==> config.mk <==
export PLATFORM = sky130hd
export DESIGN_NAME = fp_unit_arbiter
export DESIGN_NICKNAME = d
export VERILOG_FILES = /design/src/rtl/fp_unit_arbiter.sv
export SDC_FILE = /design/constraint.sdc
export NUM_CORES = 1
export LEC_CHECK = 0
export BUFFER_PORTS_ARGS = -buffer_cell sky130_fd_sc_hd__buf_2
export CAP_MARGIN = 40
export CORE_MARGIN = 1.5
export CORE_UTILIZATION = 45
export DETAILED_ROUTE_END_ITERATION = 8
export PLACE_DENSITY = 0.81
export REMOVE_ABC_BUFFERS = 1
export SYNTH_ARGS = -nofsm -noshare
export SYNTH_HDL_FRONTEND = slang
export SYNTH_SLANG_ARGS = --single-unit
==> constraint.sdc <==
create_clock -name clk -period 1.94 [get_ports clk]
set_input_delay 0.097 -clock clk [delete_from_list [all_inputs] [get_ports clk]]
set_output_delay 0.097 -clock clk [all_outputs]
set_load 0.005 [all_outputs]
==> src/rtl/fp_unit_arbiter.sv <==
// Two-requester sequencer for the shared combinational FP add/multiply unit.
// Define FP_ARB_ROUND_ROBIN_EN for round-robin arbitration; fixed priority otherwise.
module fp_unit_arbiter #(
    parameter int LATENCY = 2
) (
    input  logic        clk,
    input  logic        reset,
    input  logic        req0_valid,
    output logic        req0_ready,
    input  logic        req0_op,
    input  logic [31:0] req0_a,
    input  logic [31:0] req0_b,
    input  logic        req1_valid,
    output logic        req1_ready,
    input  logic        req1_op,
    input  logic [31:0] req1_a,
    input  logic [31:0] req1_b,
    output logic        resp_valid,
    input  logic        resp_ready,
    output logic        resp_id,
    output logic [31:0] resp_data,
    output logic        fu_op,
    output logic [31:0] fu_a,
    output logic [31:0] fu_b,
    input  logic [31:0] fu_result,
    output logic        busy
);

    typedef enum logic [1:0] {
        ST_IDLE = 2'd0,
        ST_EXEC = 2'd1,
        ST_DONE = 2'd2
    } state_t;

    localparam logic [3:0] CNT_INIT = 4'(LATENCY - 1);

    state_t      state_q, state_d;
    logic [3:0]  cnt_q, cnt_d;
    logic        id_q, id_d;
    logic        fu_op_q, fu_op_d;
    logic [31:0] fu_a_q, fu_a_d;
    logic [31:0] fu_b_q, fu_b_d;
    logic [31:0] resp_data_q, resp_data_d;
    logic        resp_id_q, resp_id_d;
    logic        pick1;
    logic        grant0, grant1;
    logic        hs0, hs1;

`ifdef FP_ARB_ROUND_ROBIN_EN
    logic last_grant_q, last_grant_d;

    // On a tie the requester that did not win last time goes first.
    always_comb begin
        pick1 = req1_valid && (!req0_valid || !last_grant_q);
    end
`else
    always_comb begin
        pick1 = req1_valid && !req0_valid;
    end
`endif

    always_comb begin
        grant0     = req0_valid && !pick1;
        grant1     = pick1;
        req0_ready = (state_q == ST_IDLE) && !reset && grant0;
        req1_ready = (state_q == ST_IDLE) && !reset && grant1;
        hs0        = req0_valid && req0_ready;
        hs1        = req1_valid && req1_ready;
    end

    always_comb begin
        state_d     = state_q;
        cnt_d       = cnt_q;
        id_d        = id_q;
        fu_op_d     = fu_op_q;
        fu_a_d      = fu_a_q;
        fu_b_d      = fu_b_q;
        resp_data_d = resp_data_q;
        resp_id_d   = resp_id_q;
`ifdef FP_ARB_ROUND_ROBIN_EN
        last_grant_d = last_grant_q;
`endif
        case (state_q)
            ST_IDLE: begin
                if (hs0 || hs1) begin
                    fu_op_d = hs1 ? req1_op : req0_op;
                    fu_a_d  = hs1 ? req1_a  : req0_a;
                    fu_b_d  = hs1 ? req1_b  : req0_b;
                    id_d    = hs1;
                    cnt_d   = CNT_INIT;
                    state_d = ST_EXEC;
`ifdef FP_ARB_ROUND_ROBIN_EN
                    last_grant_d = hs1;
`endif
                end
            end
            ST_EXEC: begin
                if (cnt_q != 4'd0) begin
                    cnt_d = cnt_q - 4'd1;
                end else begin
                    resp_data_d = fu_result;
                    resp_id_d   = id_q;
                    state_d     = ST_DONE;
                end
            end
            ST_DONE: begin
                if (resp_ready) begin
                    state_d = ST_IDLE;
                end
            end
            default: state_d = ST_IDLE;
        endcase
    end

    always_ff @(posedge clk) begin
        if (reset) begin
            state_q     <= ST_IDLE;
            cnt_q       <= 4'd0;
            id_q        <= 1'b0;
            fu_op_q     <= 1'b0;
            fu_a_q      <= 32'd0;
            fu_b_q      <= 32'd0;
            resp_data_q <= 32'd0;
            resp_id_q   <= 1'b0;
`ifdef FP_ARB_ROUND_ROBIN_EN
            last_grant_q <= 1'b1;
`endif
        end else begin
            state_q     <= state_d;
            cnt_q       <= cnt_d;
            id_q        <= id_d;
            fu_op_q     <= fu_op_d;
            fu_a_q      <= fu_a_d;
            fu_b_q      <= fu_b_d;
            resp_data_q <= resp_data_d;
            resp_id_q   <= resp_id_d;
`ifdef FP_ARB_ROUND_ROBIN_EN
            last_grant_q <= last_grant_d;
`endif
        end
    end

    assign fu_op      = fu_op_q;
    assign fu_a       = fu_a_q;
    assign fu_b       = fu_b_q;
    assign resp_data  = resp_data_q;
    assign resp_id    = resp_id_q;
    assign resp_valid = (state_q == ST_DONE);
    assign busy       = (state_q != ST_IDLE);

endmodule

==> Word level (Yosys, flattened, before mapping) <==
Index checks and enable logic that the tools add are counted.
{ "classes": {"n_reduce_logical": 19, "n_eq_ne": 6, "bitwise_logic": 1, "muxes": 10, "addsub": 1} }
{ "op_table": {"columns": ["op", "count"], "rows": [
  ["2-to-1 mux 32 bit", 2],
  ["2-to-1 mux 4 bit", 2],
  ["one-hot mux 4 bit (2 select lines)", 1],
  ["logical AND 1 bit", 7],
  ["2-to-1 mux 2 bit", 3],
  ["one-hot mux 2 bit (3 select lines)", 1],
  ["AND reduction 3 bit", 2],
  ["!= test 2 x 1 -> 1 bit, second input constant", 2],
  ["!= test 2 bit, second input constant", 2],
  ["AND reduction 2 bit", 2],
  ["nonzero test 2 bit", 2],
  ["nonzero test 4 bit", 1],
  ["subtractor 4 x 1 -> 4 bit, second input constant", 1],
  ["zero test 1 bit", 3],
  ["== test 2 x 1 -> 1 bit, second input constant", 1],
  ["== test 2 bit, second input constant", 1],
  ["zero test 2 bit", 1],
  ["logical OR 1 bit", 1],
  ["2-to-1 mux 1 bit", 1],
  ["inverter 1 bit", 1]
]} }
{ "word_totals": {"output_inout_bits": 102, "regBits": 105, "word_cells": 45, "in_bits": 167} }

==> Depth between registers and ports, before layout <==
{ "depth": {"word_depth": 9, "ltp_mapped": 7, "depth_no_buf": 5} }

==> Least setup slack after synthesis <==
Ideal clock, no wire load.
{ "synth_timing": {"path_type": "register -> register", "from": "register cnt_q[0]", "to": "register resp_data_q[11], in the netlist resp_data[11]", "stages_incl_launch_ff": 8, "t_arrival_ps": 1438, "required_time_ps": 1808, "path_slack_ps": 370, "setup_ps": 132, "path_buffers": 2, "synth_period_minus_slack_ps": 1570, "path_cell_list": "dfxtp_1 > inv_1 > ha_1 > or3b_1 > clkbuf_1 > clkbuf_1 > o21ai_0 > a21oi_1"} }
{ "synth_via": {"elab_chain_len": 3} }
{ "synth_lines": {"columns": ["item", "line_no", "rtl"], "rows": [
  ["start: declaration", "38", "logic [3:0] cnt_q, cnt_d;"],
  ["start signal: assignment", "130", "cnt_q <= cnt_d;"],
  ["nonzero test 4 bit", "98", "if (cnt_q != 4'd0) begin"],
  ["inverter 1 bit (no line)", null, null],
  ["AND reduction 2 bit (no line)", null, null],
  ["end signal: assignment", "135", "resp_data_q <= resp_data_d;"],
  ["end: declaration", "43", "logic [31:0] resp_data_q, resp_data_d;"]
]} }
No other way between the ends.
A chain may end at the register's enable or synchronous reset.

==> Worst setup path in the final report <==
{ "layout_timing": {"from": "register state_q[0]", "to": "register fu_a_q[30], in the netlist fu_a[30]"} }
{ "layout_via": {"elab_chain_len": 6, "elab_cells_between_ends": 9, "classes_between": "mux: 1; reduce/logical: 8"} }
{ "layout_lines": {"columns": ["item", "line_no", "rtl"], "rows": [
  ["start: declaration", "37", "state_t state_q, state_d;"],
  ["start signal: assignment", "129", "state_q <= state_d;"],
  ["zero test 2 bit *", "65, 66, 83", null],
  ["logical AND 1 bit", "65, 66", null],
  ["logical AND 1 bit, on equally long branches", "65, 66", null],
  ["logical AND 1 bit, on equally long branches", "67, 68", null],
  ["logical OR 1 bit", "85", "if (hs0 || hs1) begin"],
  ["AND reduction 2 bit (no line)", null, null],
  ["end signal: assignment", "133", "fu_a_q <= fu_a_d;"],
  ["end: declaration", "41", "logic [31:0] fu_a_q, fu_a_d;"]
]} }
Mark *: on every way between the ends. The rest lies on a longest branch, timed or not.

==> out/results.tsv <==
metric	value	unit
hold_ws	0.0225	ns
fillers	869	
ff2ff_path_depth	3	
worstHoldEndpoint	fu_a[16]$_SDFFE_PP0P_	
synth_adder_area_share	0.504	%
crit_path_end_kind	register	
critical_path_required	2.19	ns
clockBufferDepth	2	
start_util	46.0	%
min_path_type	primary input to register	
vias	5923	
htreeDepth	3	
root_buffer	clkbuf_8	
async_flop_share	0	%
min_period	1.81	ns
clk_latency	0.36	ns
top_usage_layer	met2	
maxSlewHeadroom	52.4	%
cts_setup_buffers	0	
yosys-mux-area-fraction	0	%
met3_usage	7.72	%
place.gp.congestion	0.855	
setup-tns-final	0	ns
cts_tree	done	
fin_skew	0.0177	ns
use_met1	35.5	%
grt_max_degree	107	
critical_path_class	register to register	
p_per_area	729	nW/um2
synth_top_family_by_area	compound AO/OA/AOI/OAI gates	
multi_input_area	2510	um2
die_y	108	um
cp-start-kind	register	
synth-simple-area-share	13.2	%
overflow	0	
synth_compound_area_share	36.3	%
place_area	6390	um2
ir_drop	370	uV
fmax	552	MHz
reg2reg_to	fu_a[30]$_SDFFE_PP0P_	
yosysMostFrequentCell	dfxtp_1	
synth_flop_cell	dfxtp_1	
ys_ff_latch	105	
use_met2	49.3	%
ctsResizeCount	0	
routed_wl	18300	um
maxSlewViolCount	0	
dr.pass1.iters	5	
final-hold-violation-count	0	
power.leakage	2.99	nW
synth_edf_count	0	
synth_common_cells	dfxtp_1, a21oi_1, nand3_1	
nNetsFinal	1033	
drc	0	
clk_pin_slew	0.10	ns
r2r_start	state_q[0]$_SDFFE_PP0P_	
grt_pass1_wl	27200	um
synth_area_leader_cell	dfxtp_1	
final_area	7190	um2
hp-start	req0_a[16]	
grt_pass1_vias	5474	
finalCritPeriodShare	93.3	%
fp.dieArea	11700	um2
clock_sinks	105	
arrival	2.06	ns
synth_top_area_share	42.3	%
avgViaCountPerCell	5.86	
ys_warn_count	0	
syn_area_per_cell	8.52	um2
reg2reg_slack	0.13	ns
setup_viol	0	
synth_area_leaders	dfxtp_1, a21oi_1, nand3_1	
cp_max_fo	34	
numPortBuffers	268	
globalRouteTotalUtil	29.1	%
antenna_found_initial	1	
drtIter0Drc	820	
syn_area	4970	um2
status	complete, no violations	
antenna_left	0	
wl_per_cell	18.1	um
synth-xor-area-share	0	%
die_w	108	um
hold_depth	3	
worst_pin_slew	0.714	ns
io_pins	269	
coreArea	10800	um2
rsz0062_at_grt	no	
synthCells	583	
place_hpwl	11000	um
drive_above_1_share	39.4	%
maxCapViolCount	0	
yosysSeqAreaShare	42.3	%
yosysUniqueCellTypes	35	
syn2layout_area_growth	44.8	%
fin_total_pwr	5.24	mW
register_area	2100	um2
cts_buffers	9	
rows	38	
## registers in the layout (all words and copies together), names as in the netlist
register and flops:
cnt_q 4, fu_a 32, fu_b 32, fu_op 1, id_q 1, resp_data 32, resp_id 1, state_q 2
## cells in the final DEF (no fill, tap or decap), types with 2 or more instances in the layout
master         instances
buf_2                267
dfxtp_1              105
nand3_1               98
a21oi_1               98
dlygate4sd3_1         60
o21ai_0               55
o21ai_1               45
a311oi_1              37
a311oi_2              28
buf_4                 12
clkbuf_8               9
buf_12                 8
inv_1                  7
nor2_1                 5
clkbuf_1               3
diode_2                2
or2_2                  2
nand2b_2               2
nor2b_1                2
a211oi_2               2
a22oi_1                2
ha_1                   2
clkinvlp_4             2
## per-stage QoR
stage / setup WS [ns] / instances / util [%]
floorplan: -3.64 / 505 / -
global placement: 0.295 / 932 / 59.2
detailed placement: 0.191 / 932 / 59.2
CTS: 0.0516 / 1008 / 66.5
global route: 0.0430 / 1010 / 66.6
finish: 0.129 / 1011 / 66.6
## worst max-delay path by stage
stage	slack [ns]	start	end	depth (start not counted)
after detailed placement	0.19	state_q[0]$_SDFFE_PP0P_	fu_b[3]$_SDFFE_PP0P_	3
after global placement	0.30	state_q[1]$_SDFFE_PP0P_	fu_b[20]$_SDFFE_PP0P_	5
after global routing	0.04	state_q[1]$_SDFFE_PP0P_	fu_b[20]$_SDFFE_PP0P_	5
final	0.13	state_q[0]$_SDFFE_PP0P_	fu_a[30]$_SDFFE_PP0P_	3
after floorplan	-3.64	state_q[0]$_SDFFE_PP0P_	fu_b[0]$_SDFFE_PP0P_	3
after CTS	0.05	state_q[1]$_SDFFE_PP0P_	req0_ready	3
## area by class of cell
class / instances / share of cell area (%)
Multi-Input combinational cell: 394 / 34.9
Timing Repair Buffer: 347 / 30.4
Sequential cell: 105 / 29.2
Tap cell: 140 / 2.44
Clock buffer: 12 / 1.88
Clock inverter: 4 / 0.748
Inverter: 7 / 0.365
Antenna cell: 2 / 0.0696
## layer usage
layer	routed length, um	up-vias
li1	-	2768
met1	7150	2748
met2	8960	364
met3	1770	43
met4	443	0
met5	0	-
## report_power, final
group | switching, mW | leakage [nW] | total (mW) | internal, mW
Sequential | 0.105 | 0.863 | 2.45 | 2.34
Clock | 0.751 | 0.0868 | 1.35 | 0.603
Combinational | 0.799 | 2.04 | 1.44 | 0.645
## kinds of logic after synthesis
family / Yosys count
AND/OR/NAND/NOR: 121
flip-flops: 105
buffers and inverters: 85
AO/OA/AOI/OAI: 270
adder cells (fa/ha/maj): 2
## repair_timing
action	in CTS	in global routing
endpoints found under the hold margin	48	0
endpoints found under the setup margin	0	2
hold buffers	60	0
## worst max-delay path: stages, from the launching register on
cell and delay [ns]:
dfxtp_1 0.55, or3_2 0.67, o21ai_1 0.16, a311oi_1 0.31
No activity file was read; power rests on OpenSTA's default activity.
